===== src/rtl/safe_mode_sequencer.sv =====
// Sequences the switch between single-core and redundant (DMR/TMR) execution:
// park all cores, apply the new lockstep configuration, wake the active cores.
module safe_mode_sequencer #(
  parameter int TIMEOUT_CYCLES = 1024,
  parameter int WAKE_CYCLES    = 4
) (
  input  logic       clk_i,
  input  logic       rst_ni,
  input  logic       start_i,
  input  logic       safe_mode_i,
  input  logic [1:0] safe_configuration_i,
  input  logic [2:0] master_core_i,
  input  logic [2:0] core_sleep_i,
  output logic [2:0] debug_req_o,
  output logic [2:0] wake_o,
  output logic [2:0] active_cores_o,
  output logic [1:0] vote_mode_o,
  output logic       busy_o,
  output logic       end_routine_o,
  output logic       error_o
);

  localparam int CNT_W = $clog2(TIMEOUT_CYCLES + 1);
  localparam logic [CNT_W-1:0] HALT_LAST = CNT_W'(TIMEOUT_CYCLES - 1);
  localparam logic [CNT_W-1:0] WAKE_LAST = CNT_W'(WAKE_CYCLES - 1);
  localparam logic [CNT_W-1:0] CNT_ONE   = CNT_W'(1);
  localparam logic [CNT_W-1:0] CNT_ZERO  = CNT_W'(0);

  typedef enum logic [2:0] {
    S_IDLE    = 3'd0,
    S_HALT    = 3'd1,
    S_SWITCH  = 3'd2,
    S_RELEASE = 3'd3,
    S_DONE    = 3'd4,
    S_ERROR   = 3'd5
  } state_e;

  state_e           r_state;
  state_e           w_state_nxt;
  logic [CNT_W-1:0] r_cnt;
  logic             r_start;
  logic             r_mode;
  logic             r_dmr;
  logic [2:0]       r_master;
  logic [2:0]       r_active;
  logic [1:0]       r_vote;
  logic             r_error;
  logic             w_req;
  logic             w_valid;

  function automatic logic f_onehot3(input logic [2:0] v);
    f_onehot3 = (v == 3'b001) || (v == 3'b010) || (v == 3'b100);
  endfunction

  // Request decode and next-state logic
  always_comb begin
    w_req       = start_i & ~r_start;
    w_valid     = f_onehot3(master_core_i) & ~(safe_mode_i & safe_configuration_i[1]);
    w_state_nxt = r_state;
    case (r_state)
      S_IDLE: begin
        if (w_req) begin
          w_state_nxt = w_valid ? S_HALT : S_ERROR;
        end else begin
          w_state_nxt = S_IDLE;
        end
      end
      S_HALT: begin
        // All-parked wins over a timeout landing in the same cycle
        if (&core_sleep_i) begin
          w_state_nxt = S_SWITCH;
        end else if (r_cnt == HALT_LAST) begin
          w_state_nxt = S_ERROR;
        end else begin
          w_state_nxt = S_HALT;
        end
      end
      S_SWITCH: w_state_nxt = S_RELEASE;
      S_RELEASE: begin
        if (r_cnt == WAKE_LAST) begin
          w_state_nxt = S_DONE;
        end else begin
          w_state_nxt = S_RELEASE;
        end
      end
      S_DONE:  w_state_nxt = S_IDLE;
      S_ERROR: w_state_nxt = S_IDLE;
      default: w_state_nxt = S_IDLE;
    endcase
  end

  // State, counter, captured request and lockstep configuration registers
  always_ff @(posedge clk_i) begin
    if (!rst_ni) begin
      r_state  <= S_IDLE;
      r_cnt    <= CNT_ZERO;
      r_start  <= 1'b0;
      r_mode   <= 1'b0;
      r_dmr    <= 1'b0;
      r_master <= 3'b001;
      r_active <= 3'b001;
      r_vote   <= 2'b00;
      r_error  <= 1'b0;
    end else begin
      r_start <= start_i;
      r_state <= w_state_nxt;
      if (w_state_nxt != r_state) begin
        r_cnt <= CNT_ZERO;
      end else if ((r_state == S_HALT) || (r_state == S_RELEASE)) begin
        r_cnt <= r_cnt + CNT_ONE;
      end else begin
        r_cnt <= CNT_ZERO;
      end
      if ((r_state == S_IDLE) && w_req) begin
        r_mode   <= safe_mode_i;
        r_dmr    <= safe_configuration_i[0];
        r_master <= master_core_i;
        r_error  <= 1'b0;
      end else if (r_state == S_ERROR) begin
        r_error  <= 1'b1;
      end else begin
        r_error  <= r_error;
      end
      if (r_state == S_SWITCH) begin
        if (!r_mode) begin
          r_active <= r_master;
          r_vote   <= 2'b00;
        end else if (r_dmr) begin
          r_active <= r_master | {r_master[1:0], r_master[2]};
          r_vote   <= 2'b01;
        end else begin
          r_active <= 3'b111;
          r_vote   <= 2'b10;
        end
      end
    end
  end

  assign debug_req_o    = (r_state == S_HALT)    ? 3'b111   : 3'b000;
  assign wake_o         = (r_state == S_RELEASE) ? r_active : 3'b000;
  assign active_cores_o = r_active;
  assign vote_mode_o    = r_vote;
  assign busy_o         = (r_state != S_IDLE);
  assign end_routine_o  = (r_state == S_DONE);
  assign error_o        = r_error;

endmodule


===== config.mk =====
export PLATFORM = sky130hd
export DESIGN_NAME = safe_mode_sequencer
export DESIGN_NICKNAME = d
export VERILOG_FILES = /design/src/rtl/safe_mode_sequencer.sv
export SDC_FILE = /design/constraint.sdc
export NUM_CORES = 1
export LEC_CHECK = 0
export CORE_MARGIN = 10
export CORE_UTILIZATION = 53
export CTS_CLUSTER_SIZE = 25
export DETAILED_ROUTE_END_ITERATION = 6
export HOLD_SLACK_MARGIN = 0.08
export PLACE_DENSITY = 0.83
export SLEW_MARGIN = 30
export SYNTH_ARGS = -nofsm -noshare
export SYNTH_HDL_FRONTEND = slang
export SYNTH_SLANG_ARGS = --single-unit

===== constraint.sdc =====
create_clock -name clk_i -period 3.5 [get_ports clk_i]
set_input_delay 0.7 -clock clk_i [delete_from_list [all_inputs] [get_ports clk_i]]
set_output_delay 0.7 -clock clk_i [all_outputs]
set_load 0.01 [all_outputs]

# After elaboration in Yosys (flattened, before gate mapping)
# Index checks and enable logic that the tools add are counted.
# totals
regBits,26
inputBits,12
out_inout_bits,14
word_cells,50
# op_classes
add_sub_neg,1
n_eq_ne,11
muxes,12
bitwise_logic,8
reduce_logical,9
# op_table
op,count
3-bit two-way mux,9
3-bit case mux with 4 select lines,1
11-bit by 1-bit adder with 11-bit output (second input constant),1
11-bit by 10-bit == test with 1-bit output (second input constant),1
11-bit by 2-bit == test with 1-bit output (second input constant),1
3-bit by 2-bit == test with 1-bit output (second input constant),3
3-bit == test (second input constant),3
3-bit by 1-bit == test with 1-bit output (second input constant),2
2-bit two-way mux,2
1-bit inverter,4
1-bit AND,3
3-bit logical NOT,1
1-bit logical OR,3
3-bit inequality test,1
3-bit bitwise OR,1
3-bit AND reduction,1
3-bit nonzero test,1
3-bit OR reduction,1
2-bit OR reduction,1
1-bit logical AND,1

# Logic depth before layout (Yosys ltp)
# depth
word_depth,9
mapped_depth,6

# Worst setup path after synthesis
# Ideal clock, no wire load.
# synth_timing
kind,reg2reg
start,reg r_cnt[0]
end,reg r_cnt[10]
setup_time_ps,136
arrival_ps,1461
path_slack_ps,1902
stages_incl_launch_ff,6
path_buffers,0
period_less_slack_ps,1598
path_cell_list,dfxtp_1 > ha_1 > nor4b_1 > nand3_1 > o21bai_1 > nor3_1
# synth_between
elab_chain_cells,6
elab_cells_between_ends,9
# synth_lines
element,line_no,text
"start, declared",40,logic [CNT_W-1:0] r_cnt;
"start signal, assigned",110,r_cnt <= r_cnt + CNT_ONE;
11-bit by 10-bit == test with 1-bit output,72,end else if (r_cnt == HALT_LAST) begin
3-bit two-way mux,72,
3-bit two-way mux,70,if (&core_sleep_i) begin
3-bit case mux with 4 select lines,60,case (r_state)
3-bit inequality test,107,if (w_state_nxt != r_state) begin
3-bit OR reduction (no line),--,
# Parallel ways exist; a longest one is shown, timed or not.
# A chain may end at the register's enable or synchronous reset.

# Final worst setup path
# layout_timing
start,reg r_state[0]
end,out debug_req_o[1]
# layout_between
elab_chain_cells,2
# layout_lines
element,line_no,text
"start, declared",38,state_e r_state;
"start signal, assigned",106,r_state <= w_state_nxt;
3-bit by 1-bit == test with 1-bit output,139,assign debug_req_o = (r_state == S_HALT) ? 3'b111 : 3'b000;
3-bit two-way mux,139,
"end, declared",14,"output logic [2:0] debug_req_o,"
# Every way passes these cells.

==> flow_summary.json <==
{
  "die-area_mm2": 0.00461,
  "maxSlewHeadroom_pct": 63.0,
  "num_vias": 1054,
  "fp-row-count": 17,
  "slowest_delay_ns": 0.58,
  "grt_pass1_wl_mm": 4.65,
  "drt_iter0_markers": 45,
  "drive_above_1_share_pct": 4.27,
  "syn_nets": 154,
  "fp.dieH_um": 67.9,
  "max_clock_freq_mhz": 407,
  "postCtsSetupBuffers": 0,
  "ctsLongestPathBuffers": 2,
  "cts_resized": 0,
  "holdPathStages": 1,
  "post-dp-hpwl_mm": 2.14,
  "ios": 26,
  "powerDensity_mw_per_mm2": 363,
  "yosys_warnings": 0,
  "avgRoutedWirePerCell_um": 14.0,
  "hold_path_class": "reg2reg",
  "worst_slack_ns": 1.04,
  "clkTransAtPathRegs_ns": 0.14,
  "syn_inst": 141,
  "coreArea_mm2": 0.00219,
  "rsz0062_at_grt": "false",
  "synth.cell_area_mm2": 0.00121,
  "timing_hold_violations_final": 0,
  "post-route-period-util_pct": 70.2,
  "cp-start-kind": "register",
  "arrival_ns": 1.76,
  "skew_ns": 0.00533,
  "area_delta_synth_final_pct": 23.4,
  "wl_mm": 2.68,
  "crit_fanout": 12,
  "fin_nets": 178,
  "grt_start_max_net_pins": 15,
  "chipWidth_um": 67.9,
  "syn_area_per_cell_um2": 8.62,
  "cts_tree": "done",
  "cts.sinks": 26,
  "grt_pass1_vias": 1024,
  "setup_viol_count_final": 0,
  "worstPathRequired_ns": 2.80,
  "post-place-ws_ns": 0.983,
  "path_cells": "nand2b_1, nor2_1, clkdlybuf4s50_1",
  "fin_setup_tns_ns": 0,
  "cts_htree_levels": 1,
  "cap_violations": 0,
  "clock_latency_ns": 0.31,
  "fin_crit_ns": 2.46,
  "postCtsHoldBufs": 0,
  "leakage_nw": 0.507,
  "drv_slew": 0,
  "crit_type": "reg2out",
  "track_usage_pct": 12.7,
  "numCtsBuffers": 3,
  "run_status": "finished clean",
  "drc": 0,
  "gp_congestion": 0.826,
  "start_util_pct": 55.5,
  "cts_root_buffer": "clkbuf_4",
  "grt_overflow_total": 0,
  "ir_drop_mv": 0.264,
  "tightest_slew_ns": 0.553,
  "reg2regPathDepth": 5,
  "portBuffers": 25,
  "end_kind": "output port",
  "seq_area_frac_synth_pct": 42.8,
  "antenna_found_initial": 0,
  "via_per_inst": 5.49,
  "postRouteAntennaNets": 0,
  "crit_path_top_delay_cell": "clkdlybuf4s50_1",
  "synth-seq-cells": 26,
  "first_pass_iters": 4,
  "synth_cell_type_count": 35,
  "fillCellCount": 190,
  "antennaDiodeCount": 0
}
-- cell type report --
class	count	area (um2)	area share, %
multi-input cells	107	649	43.3
well taps	28	35.0	2.34
flip-flops and latches	26	520	34.7
inverters	2	7.51	0.501
clock buffers	4	36.3	2.42
repair buffers	25	250	16.7
-- synthesized netlist by cell type --
cell type  instances  area, um2
dfxtp_1           26        521
nand2_1           16       60.1
nor3_1            11       55.1
nand3_1            9       45.0
nor2_1             8       30.0
a21boi_0           6       45.0
a21oi_1            6       30.0
and3_1             5       31.3
nand2b_1           5       31.3
o21ai_0            5       25.0
xnor2_1            5       43.8
nor2b_1            4       25.0
xor2_1             4       35.0
clkbuf_1           3       11.3
a211oi_1           2       15.0
and2b_1            2       15.0
buf_4              2       15.0
inv_1              2       7.51
nand4_1            2       12.5
nor3b_1            2       15.0
o211ai_1           2       15.0
a22oi_1            1       7.51
a32o_2             1       11.3
and2_1             1       6.26
buf_6              1       11.3
ha_1               1       12.5
nand3b_1           1       7.51
nor3b_4            1       18.8
nor4_1             1       6.26
nor4b_1            1       8.76
o21a_1             1       7.51
o21bai_1           1       7.51
or3_1              1       6.26
or3_4              1       11.3
or3b_1             1       8.76
-- power breakdown --
part	internal, W	leakage [nW]	total [W]	switching, W
logic	0.0000432	0.275	0.0000796	0.0000365
clock network	0.0000635	0.0210	0.000149	0.0000852
registers	0.000305	0.211	0.000316	0.0000112
-- worst max-delay path: cells and delay by family, from the launching register on --
kind	cells	cell delay [ns]
buffers and inverters	1	0.58
DFF	1	0.55
and+or+nand+nor	2	0.31
-- stage by stage --
stage | total power, W | util [%] | hold WS (ns) | std cells | instance area (um2)
finish | 0.000544 | 68.4 | 0.483 | 192 | 1500
global route | 0.000571 | 68.4 | 0.507 | 192 | 1500
CTS | 0.000548 | 68.4 | 0.484 | 192 | 1500
detailed placement | 0.000403 | 66.8 | 0.466 | 188 | 1460
global placement | 0.000400 | 66.8 | 0.443 | 188 | 1460
floorplan | 0.000369 | - | 0.429 | 141 | 1210
-- path summary, 6_finish.rpt --
path | from | endpoint | slack (ns)
min | r_cnt[0] | r_cnt[0] | 0.48
max reg2reg | r_cnt[0] | r_cnt[10] | 1.58
min reg2reg | r_cnt[0] | r_cnt[0] | 0.48
max | r_state[0] | debug_req_o[1] | 1.04
-- registers in the layout, indices dropped and copies added (netlist names) --
name / count
active_cores_o: 3
error_o: 1
r_cnt: 11
r_dmr: 1
r_master: 3
r_mode: 1
r_start: 1
r_state: 3
vote_mode_o: 2
-- layout by cell type, fill, tap and decap left out, types with 5 or more instances in the layout --
cell type        synthesis  final
and3_1                   5      5
nor3_1                  11     11
a21oi_1                  6      6
xnor2_1                  5      5
nand2b_1                 5      5
nand2_1                 16     16
o21ai_0                  5      5
a21boi_0                 6      6
nor2_1                   8      8
clkdlybuf4s50_1          0     25
nand3_1                  9      9
dfxtp_1                 26     26
-- routing by layer --
layer | vias up | routed length, um | track usage [%]
met5 | - | 0 | 0
li1 | 543 | - | -
met4 | 0 | 17 | 5.03
met3 | 2 | 172 | 2.61
met2 | 23 | 1250 | 21.0
met1 | 486 | 1240 | 15.9
-- cells by family after synthesis --
| logic type | Yosys count | synth area share [%] |
|---|---|---|
| AND/OR/NAND/NOR | 72 | 32.4 |
| flip-flops | 26 | 42.8 |
| AO/OA/AOI/OAI | 25 | 13.5 |
| XOR/XNOR | 9 | 6.49 |
| buffers and inverters | 8 | 3.71 |
| adder cells (fa/ha/maj) | 1 | 1.03 |
Note: power is estimated with default switching activity, not from simulation.
